==> src/rtl/mult_pkg.sv <==
// Shared types and defaults for the multiplier dispatch block.
package mult_pkg;

  localparam int unsigned DefaultW = 32;

  typedef enum logic [2:0] {
    StIdle     = 3'd0,
    StIssue    = 3'd1,
    StWaitClr  = 3'd2,
    StWaitDone = 3'd3,
    StHold     = 3'd4
  } mult_state_e;

endpackage

==> src/rtl/mult_op_fifo.sv <==
// Operand-pair FIFO: power-of-two depth, wrapping pointers, explicit occupancy count.
module mult_op_fifo #(
  parameter int unsigned DEPTH = 4,
  parameter int unsigned DW    = 64
) (
  input  logic                     clk,
  input  logic                     rst,
  input  logic                     push,
  input  logic [DW-1:0]            wdata,
  input  logic                     pop,
  output logic [DW-1:0]            rdata,
  output logic                     full,
  output logic                     empty,
  output logic [$clog2(DEPTH):0]   count
);

  localparam int unsigned AW = $clog2(DEPTH);
  localparam int unsigned CW = AW + 1;

  logic [DW-1:0] mem_q [DEPTH];
  logic [AW-1:0] wr_ptr_q, rd_ptr_q;
  logic [CW-1:0] count_q;
  logic          do_push, do_pop;

  assign full    = (count_q == CW'(DEPTH));
  assign empty   = (count_q == '0);
  assign count   = count_q;
  assign rdata   = mem_q[rd_ptr_q];
  assign do_push = push && !full;
  assign do_pop  = pop && !empty;

  always_ff @(posedge clk or posedge rst) begin
    if (rst) begin
      wr_ptr_q <= '0;
      rd_ptr_q <= '0;
      count_q  <= '0;
    end else begin
      if (do_push) wr_ptr_q <= wr_ptr_q + AW'(1);
      if (do_pop)  rd_ptr_q <= rd_ptr_q + AW'(1);
      // Simultaneous push and pop leaves occupancy unchanged.
      case ({do_push, do_pop})
        2'b10:   count_q <= count_q + CW'(1);
        2'b01:   count_q <= count_q - CW'(1);
        default: count_q <= count_q;
      endcase
    end
  end

  always_ff @(posedge clk) begin
    if (do_push) mem_q[wr_ptr_q] <= wdata;
  end

endmodule

==> src/rtl/mult_dispatch.sv <==
// Queues operand pairs and feeds them one at a time to an external sequential multiplier.
module mult_dispatch
  import mult_pkg::*;
#(
  parameter int unsigned DEPTH = 4,
  parameter int unsigned W     = DefaultW
) (
  input  logic           clk,
  input  logic           rst,
  input  logic           op_valid,
  output logic           op_ready,
  input  logic [W-1:0]   op_a,
  input  logic [W-1:0]   op_b,
  output logic           mul_start,
  output logic [W-1:0]   mul_a,
  output logic [W-1:0]   mul_b,
  input  logic [2*W-1:0] mul_product,
  input  logic           mul_done,
  output logic           res_valid,
  input  logic           res_ready,
  output logic [2*W-1:0] res_data,
  output logic           busy
);

  mult_state_e state_q;

  logic                   fifo_push, fifo_pop;
  logic                   fifo_full, fifo_empty;
  logic [2*W-1:0]         fifo_head;
  logic [$clog2(DEPTH):0] fifo_count;

  assign op_ready  = !fifo_full;
  assign fifo_push = op_valid && op_ready;
  // Pop exactly when the FSM loads the head into mul_a/mul_b.
  assign fifo_pop  = !fifo_empty &&
                     ((state_q == StIdle) || ((state_q == StHold) && res_ready));
  assign busy      = (state_q != StIdle) || (fifo_count != '0);

  mult_op_fifo #(
    .DEPTH (DEPTH),
    .DW    (2 * W)
  ) u_fifo (
    .clk   (clk),
    .rst   (rst),
    .push  (fifo_push),
    .wdata ({op_a, op_b}),
    .pop   (fifo_pop),
    .rdata (fifo_head),
    .full  (fifo_full),
    .empty (fifo_empty),
    .count (fifo_count)
  );

  always_ff @(posedge clk or posedge rst) begin
    if (rst) begin
      state_q   <= StIdle;
      mul_start <= 1'b0;
      mul_a     <= '0;
      mul_b     <= '0;
      res_valid <= 1'b0;
      res_data  <= '0;
    end else begin
      mul_start <= 1'b0;
      case (state_q)
        StIdle: begin
          if (!fifo_empty) begin
            {mul_a, mul_b} <= fifo_head;
            mul_start      <= 1'b1;
            state_q        <= StIssue;
          end
        end
        StIssue: state_q <= StWaitClr;
        // Done may still be high from the previous job; wait for it to drop first.
        StWaitClr: begin
          if (!mul_done) state_q <= StWaitDone;
        end
        StWaitDone: begin
          if (mul_done) begin
            res_data  <= mul_product;
            res_valid <= 1'b1;
            state_q   <= StHold;
          end
        end
        StHold: begin
          if (res_ready) begin
            res_valid <= 1'b0;
            if (!fifo_empty) begin
              {mul_a, mul_b} <= fifo_head;
              mul_start      <= 1'b1;
              state_q        <= StIssue;
            end else begin
              state_q <= StIdle;
            end
          end
        end
        default: state_q <= StIdle;
      endcase
    end
  end

endmodule

==> config.mk <==
export PLATFORM = sky130hd
export DESIGN_NAME = mult_dispatch
export DESIGN_NICKNAME = d
export VERILOG_FILES = /design/src/rtl/mult_pkg.sv /design/src/rtl/mult_op_fifo.sv /design/src/rtl/mult_dispatch.sv
export SDC_FILE = /design/constraint.sdc
export NUM_CORES = 1
export LEC_CHECK = 0
export BUFFER_PORTS_ARGS = -buffer_cell sky130_fd_sc_hd__buf_2
export CELL_PAD_IN_SITES_DETAIL_PLACEMENT = 1
export CELL_PAD_IN_SITES_GLOBAL_PLACEMENT = 1
export CORE_MARGIN = 1
export CORE_UTILIZATION = 50
export DETAILED_ROUTE_END_ITERATION = 10
export GPL_TIMING_DRIVEN = 0
export PLACE_DENSITY = 0.93
export SETUP_SLACK_MARGIN = 0.2
export SLEW_MARGIN = 25
export SYNTH_ARGS = -nofsm -noshare
export SYNTH_HDL_FRONTEND = slang
export SYNTH_HIERARCHICAL = 1
export SYNTH_SLANG_ARGS = --single-unit
export TNS_END_PERCENT = 10
==> constraint.sdc <==
create_clock -name clk -period 6.6 [get_ports clk]
set_input_delay 1.32 -clock clk [delete_from_list [all_inputs] [get_ports clk]]
set_output_delay 1.32 -clock clk [all_outputs]
set_load 0.01 [all_outputs]
==> out/summary.txt, run 1 <==
====================================================================================
Run status                                                              finished clean
Number of nets still failing antenna checks after routing                          0
Pin count of the biggest net entering global routing                              86
Setup crit start kind                                                       register
Share of the clock period used by the worst path                              0.4382
FF+latch area                                                            11190 sq um
Htree depth                                                                        2
Internal power summed over all cells                                        6.172 mW
CP top delay family                                                       flip-flops
Fraction of final layout cells sized beyond drive strength 1                  0.4956
Number of antenna violations at the first check in global routing                  5
Number of sinks on the clock net                                                 396
Later-pin clock latency in the skew report                                   0.54 ns
CTS Root Cell                                                           sky130_fd_sc_hd__clkbuf_16
Area enclosed by the die boundary                                        30340 sq um
WL final                                                                    34020 um
Area of all placed cells without fillers                                 18060 sq um
Syn Inst Count                                                                   668
Switching Fraction                                                            0.3053
Drt first pass iters                                                               4
Port Buffer Count                                                                264
Maximum net fanout on the critical path                                            6
Total area of multi-input combinational cells                             3369 sq um
Slowest cell on crit path                                               sky130_fd_sc_hd__dfrtp_1
Static Leakage                                                              7.203 nW
Clock tree skew after final layout                                        0.02041 ns
Via Count                                                                       7444
Warnings, synthesis                                                                6
Cell area after synthesis                                                14820 sq um
Kind of end point of the critical path                                   output port
Critical path buffers and inverters                                                2
Signal arrival time at the worst endpoint                                    1.57 ns
Worst setup slack after placement                                           3.286 ns
Total congestion overflow after global routing                                     0
DRC                                                                                0
Routed wire length per instance                                             24.30 um
# hold bufs at CTS                                                                 0
Unrepaired setup endpoints after global routing                                false
Largest vdd supply drop                                                     276.1 uV
Max-cap check violation count                                                      0
Layout fillers                                                                  2504
Gpl congestion                                                                0.7343
Dominant synthesized flop cell                                          sky130_fd_sc_hd__edfxtp_1
GR Util All Layers                                                            0.2319
Sequential fraction of design power                                            0.430
Count of flip-flops with a built-in enable after synthesis                       256
Net switching power of the design                                           2.712 mW
Instance area at placement                                               16760 sq um
TritonCTS clock tree                                                             yes
CTS buffer count                                                                  41
Number of gates given a new drive strength after cts                               0
Number of placed I/O pins                                                        265
Routed via count divided by cell count                                         5.317
Critical path class                                                     register to output port
Worst path setup slack after routing                                        3.708 ns
Maximum clock rate                                                        0.3457 GHz
Cell variety after synth                                                          32
Portion of the post-synthesis area used by sequential elements                0.7549
Fin. Hold Viols                                                                    0
Proportion of synthesized flip-flops having asynchronous set or reset         0.3535
Total negative setup slack                                                      0 ns
Data required time of the critical path                                      5.28 ns
Mapped Nets                                                                      807
Total Power                                                                 8.884 mW
# rows                                                                            62
Shortest period the worst path allows                                       2.892 ns
Synthesized flop and latch total                                                 396
Worst-case hold slack                                                      0.4813 ns
Cell breakdown of the critical path                                     nor3b_2, inv_1, buf_2
Power density over the cells                                            491.9 nW/um^2
Post-CTS Setup Inserts                                                             0
DIE WIDTH                                                                   174.2 um
Share of total power in the clock network                                      0.250
Final count of negative-setup-slack endpoints                                      0
Worst-path clk slew                                                          0.06 ns
Part of the power in combinational logic                                       0.320
Buffer levels on the longest clock path                                            3
Average footprint of a synthesized cell                                  22.19 sq um
Initial standard-cell utilization of the core                                 0.5123
Area grow syn2layout                                                          21.84%
Via count of the first global-routing pass                                      8754
Die H                                                                       174.2 um
Actual slew at the worst max-slew pin                                      0.8334 ns
Final-stage net count                                                           1119
CP peak stage delay                                                          0.46 ns
Hold Crit Class                                                         register to register
Relative slew slack                                                           0.4444
Wire length of the first global-routing pass                                52520 um
Core area                                                                28940 sq um
Number of slew-limit violations in the final report                                0
DPL Wire Length                                                             22960 um
First DRT Iteration DRCs                                                         324
Flop2flop setup slack                                                        4.20 ns
====================================================================================
==> registers in the layout, indices dropped and copies added (netlist names) <==
register         count
state_q              3
res_valid            1
res_data            64
mul_b               32
u_fifo/wr_ptr_q      2
u_fifo/count         3
u_fifo/mem_q       256
mul_a               32
u_fifo/rd_ptr_q      2
mul_start            1
==> power by group through the flow <==
stage / logic (mW) / registers (mW) / clock network (mW)
2_1_floorplan: 1.64 / 3.98 / 0
3_3_place_gp: 2.73 / 3.82 / 0
3_5_place_dp: 2.90 / 3.86 / 0
4_1_cts: 2.92 / 3.83 / 2.27
5_1_grt: 3.08 / 3.89 / 2.36
6_report: 2.85 / 3.82 / 2.22
==> metrics by stage <==
stage	utilization	instances
floorplan	-	668
global placement	0.5746	1316
detailed placement	0.5792	1321
CTS	0.6240	1397
global route	0.6242	1400
finish	0.6242	1400
==> synthesized netlist by cell type, types with 3 or more instances <==
cell type                    n  area (sq um)
sky130_fd_sc_hd__edfxtp_1  256          7687
sky130_fd_sc_hd__dfrtp_1   140          3503
sky130_fd_sc_hd__mux4_2     64          1441
sky130_fd_sc_hd__mux2_1     50         563.0
sky130_fd_sc_hd__mux2_2     40         450.4
sky130_fd_sc_hd__mux2_4     39         585.6
sky130_fd_sc_hd__buf_6      14         157.7
sky130_fd_sc_hd__inv_1      10         37.54
sky130_fd_sc_hd__buf_2       9         45.04
sky130_fd_sc_hd__ha_1        5         62.56
sky130_fd_sc_hd__and2_1      4         25.02
sky130_fd_sc_hd__buf_4       4         30.03
sky130_fd_sc_hd__nand2_1     4         15.01
sky130_fd_sc_hd__nor2_1      3         11.26
sky130_fd_sc_hd__xnor2_1     3         26.28
sky130_fd_sc_hd__xor2_1      3         26.28
==> final timing paths <==
path	start	endpoint	cells past startpoint
worst min register to register	mul_a[11]	mul_a[11]	1
worst min-delay path	mul_a[11]	mul_a[11]	1
max in group asynchronous	rst	res_data[13]	3
worst max-delay path	u_fifo/count[0]	op_ready	3
worst max register to register	u_fifo/count[2]	u_fifo/mem_q[3][23]	5
min in group asynchronous	rst	u_fifo/rd_ptr_q[1]	2
==> cell usage in the layout, fill, tap and decap left out, drive strengths merged <==
| cell type | instances |
|---|---|
| nand2 | 4 |
| a21o | 1 |
| fa | 1 |
| diode | 3 |
| xnor2 | 3 |
| mux2 | 129 |
| nor4 | 3 |
| and3 | 1 |
| nor3 | 2 |
| clkbuf | 58 |
| nor2b | 2 |
| a21oi | 2 |
| ha | 5 |
| xor2 | 3 |
| mux2i | 1 |
| nor3b | 1 |
| inv | 13 |
| nor2 | 3 |
| and2b | 2 |
| buf | 296 |
| and2 | 4 |
| o31a | 1 |
| mux4 | 64 |
| nand3 | 1 |
| nand3b | 1 |
| bufinv | 2 |
| dfrtp | 140 |
| clkinv | 14 |
| edfxtp | 256 |
==> cell families after synthesis <==
| group | synth area share |
|---|---|
| adders and majority gates | 0.005571 |
| AOI/OAI and AO/OA | 0.001773 |
| and+or+nand+nor | 0.009959 |
| xor gates and xnor gates | 0.003546 |
| DFF | 0.7549 |
| buffers and inverters | 0.01848 |
| muxes | 0.2058 |
==> per-layer routing <==
layer | GRT usage | vias to the layer above | share of wire
met3 | 0.05884 | 50 | 0.063
li1 | - | 3250 | -
met5 | 0 | - | 0.00032
met2 | 0.4270 | 260 | 0.54
met1 | 0.2636 | 3882 | 0.37
met4 | 0.06944 | 2 | 0.023
==> layout make-up <==
cell class,instances,share of cell area
Buffer,28,0.01309
Clock inverter,19,0.009352
Antenna cell,3,0.0004156
Sequential cell,396,0.6196
Timing Repair Buffer,269,0.07952
Multi-Input combinational cell,234,0.1865
Inverter,10,0.002494
Clock buffer,57,0.06241
Tap cell,384,0.02660
(Power assumes the default switching activity.)
==> run 2: changes to the inputs <==
- CORE_UTILIZATION: 50 -> 48
- PLACE_DENSITY: 0.93 -> 0.9
- clock period: 6.6 -> 2.7 ns (I/O delays scaled with it)
==> run 2 against run 1 <==
Against the previous run: clock power up 150%; final cell count is 1.1% higher; critical path depth is 2 higher; die area is 4.1% higher; clock-buffer cell count is 2 lower; setup slack got worse by 3.4 ns; combinational power increased by 150%; highest routed layer unchanged.
==> out/summary.txt, run 2 (synthesized netlist as in run 1, its figures left out) <==
================================================================================
Worst reg2reg startpoint                                            u_fifo/count[2]   unchanged
# rows                                                                        63   was 62
Fraction of final layout cells sized beyond drive strength 1              0.5064   was 0.4956
Max-cap check violation count                                                  0   unchanged
Worst-path clk slew                                                      0.06 ns   about the same
Data required time of the critical path                                  2.90 ns   was 5.28 ns
Sequential fraction of design power                                        0.427   was 0.430
Power density over the cells                                        1201 nW/um^2   was 491.9 nW/um^2
Final-stage net count                                                       1128   was 1119
Area enclosed by the die boundary                                    31590 sq um   was 30340 sq um
Kind of end point of the critical path                                  register   was output port
Routed via count divided by cell count                                     5.307   was 5.317
Die H                                                                   177.7 um   was 174.2 um
Share of the clock period used by the worst path                          0.8810
Number of nets still failing antenna checks after routing                      0   unchanged
Final count of negative-setup-slack endpoints                                  0   unchanged
Clock tree skew after final layout                                    0.01199 ns   was 0.02041 ns
Part of the power in combinational logic                                   0.323   was 0.320
GR Util All Layers                                                        0.2197   was 0.2319
WL final                                                                34640 um   was 34020 um
Area grow syn2layout                                                      22.90%   was 21.84%
Number of antenna violations at the first check in global routing              5   unchanged
Register bank with the most flops                                   u_fifo/mem_q   unchanged
Flip-flop count of the largest register after layout                         256   unchanged
Number of sinks on the clock net                                             396   unchanged
Via Count                                                                   7510   was 7444
Drt first pass iters                                                           4   unchanged
Relative slew slack                                                       0.4322   was 0.4444
CTS buffer count                                                              42   was 41
Layout fillers                                                              2619   was 2504
Static Leakage                                                          7.277 nW   was 7.203 nW
Net switching power of the design                                       6.665 mW   was 2.712 mW
First DRT Iteration DRCs                                                     420   was 324
Setup crit start kind                                                   register   unchanged
DIE WIDTH                                                               177.7 um   was 174.2 um
Leading cell type in the layout, fill and taps excluded             sky130_fd_sc_hd__buf_2   unchanged
Critical path class                                                 register to register   was register to output port
CP peak stage delay                                                      0.58 ns   was 0.46 ns
Wire length of the first global-routing pass                            50630 um   was 52520 um
Worst-case hold slack                                                  0.2275 ns   was 0.4813 ns
Largest vdd supply drop                                                 680.7 uV   was 276.1 uV
Slowest cell on crit path                                           sky130_fd_sc_hd__and2_4   was sky130_fd_sc_hd__dfrtp_1
Hold Crit Class                                                     input port to register   was register to register
Fin. Hold Viols                                                                0   unchanged
Most used cells in the layout excluding fill and tap cells          sky130_fd_sc_hd__buf_2, sky130_fd_sc_hd__edfxtp_1, sky130_fd_sc_hd__dfrtp_1, sky130_fd_sc_hd__mux4_2, sky130_fd_sc_hd__mux2_1   unchanged
Actual slew at the worst max-slew pin                                  0.8516 ns   was 0.8334 ns
Port Buffer Count                                                            264   unchanged
Shortest period the worst path allows                                   2.379 ns
Buffer levels on the longest clock path                                        3   unchanged
Share of total power in the clock network                                  0.249   was 0.250
Share of the core filled with cells                                       0.6066   was 0.6242
Maximum net fanout on the critical path                                       33   was 6
Later-pin clock latency in the skew report                               0.53 ns   was 0.54 ns
Pin count of the biggest net entering global routing                          39   was 86
Biggest registers after layout                                      u_fifo/mem_q: 256 flops, res_data: 64 flops   unchanged
TritonCTS clock tree                                                         yes   unchanged
Number of placed I/O pins                                                    265   unchanged
Cell breakdown of the critical path                                 nor3b_4, nor2b_1, nor2b_2, and2_4, buf_12   was nor3b_2, inv_1, buf_2
Total area of multi-input combinational cells                         3383 sq um   was 3369 sq um
Critical path buffers and inverters                                            1   was 2
Launching element of the worst setup path                           u_fifo/count[2]   was u_fifo/count[0]
Internal power summed over all cells                                    15.21 mW   was 6.172 mW
Core area                                                            30030 sq um   was 28940 sq um
Total Power                                                             21.88 mW   was 8.884 mW
Total negative setup slack                                                  0 ns   unchanged
Switching Fraction                                                        0.3046   was 0.3053
FF+latch area                                                        11190 sq um   about the same
Start point of the worst hold path                                      op_a[21]   was mul_a[11]
Number of slew-limit violations in the final report                            0   unchanged
Maximum clock rate                                                    0.4204 GHz
Signal arrival time at the worst endpoint                                2.58 ns   was 1.57 ns
DRC                                                                            0   unchanged
Unrepaired setup endpoints after global routing                             true   was false
Routed wire length per instance                                         24.48 um   was 24.30 um
Initial standard-cell utilization of the core                             0.4936   was 0.5123
CP top delay family                                                 simple AND/OR/NAND/NOR gates   was flip-flops
Run status                                                          finished clean   unchanged
DPL Wire Length                                                         23470 um   was 22960 um
Via count of the first global-routing pass                                  8515   was 8754
Htree depth                                                                    2   unchanged
CTS Root Cell                                                       sky130_fd_sc_hd__clkbuf_16   unchanged
Total congestion overflow after global routing                                 0   unchanged
Gpl congestion                                                            0.7783   was 0.7343
================================================================================
## run 2: cell count changes in the layout (fill, tap and decap cells not counted), sizes merged, moves of 2 or more
cell / before / now
inv: 13 / 11
clkinvlp: 0 / 2
clkbuf: 58 / 56
clkinv: 14 / 16
buf: 296 / 302
## run 2: power groups by stage
| stage | clock [mW] | sequential [mW] | combinational [mW] |
|---|---|---|---|
| after floorplan | 0 | 9.72 | 4.02 |
| after global placement | 0 | 9.34 | 6.71 |
| after detailed placement | 0 | 9.43 | 7.13 |
| after CTS | 5.60 | 9.35 | 7.20 |
| after global routing | 5.79 | 9.52 | 7.63 |
| final | 5.45 | 9.35 | 7.07 |
## run 2: routing by layer
layer | vias to the layer above | global-route usage | routed length [um] | part of all wire
li1 | 3286 | - | - | -
met1 | 3913 | 0.2429 | 12700 | 0.37
met2 | 253 | 0.4082 | 18650 | 0.54
met3 | 56 | 0.06213 | 2432 | 0.070
met4 | 2 | 0.06268 | 847 | 0.024
met5 | - | 0 | 15 | 0.00043
## run 2: final timing paths
kind / endpoint / slack (ns) / cells after the start
setup / recovery: u_fifo/mem_q[3][31] / 0.32 / 5
hold / removal: u_fifo/mem_q[0][53] / 0.23 / 1
setup reg to reg: u_fifo/mem_q[3][31] / 0.32 / 5
hold reg to reg: mul_a[25] / 0.48 / 1
max in group asynchronous: res_data[25] / 1.29 / 5
min in group asynchronous: u_fifo/count[1] / 0.57 / 3
## run 2: layout make-up
| cell class | count | area share |
|---|---|---|
| antenna | 4 | 0.0005494 |
| buffer | 28 | 0.01298 |
| clock buffer | 55 | 0.06373 |
| clock inverter | 21 | 0.008653 |
| inverter | 10 | 0.002266 |
| multi-input combinational | 235 | 0.1857 |
| sequential | 396 | 0.6143 |
| tap | 390 | 0.02678 |
| timing repair buffer | 276 | 0.08502 |
## run 2: what timing repair did
item / 4_1_cts / 5_1_grt
gates resized for setup: 0 / 2
endpoints found under the setup margin: 0 / 31
setup buffers: 0 / 2
endpoints found under the hold margin: 7 / 0
hold buffers: 1 / 0
## run 2: metrics by stage
step	setup slack [ns]	cells	area (sq um)
finish	0.3213	1415	18220
floorplan	-0.1880	668	14830
detailed placement	0.1741	1331	16850
CTS	0.2907	1408	18180
global route	0.1885	1412	18210
global placement	-1.621	1322	16640
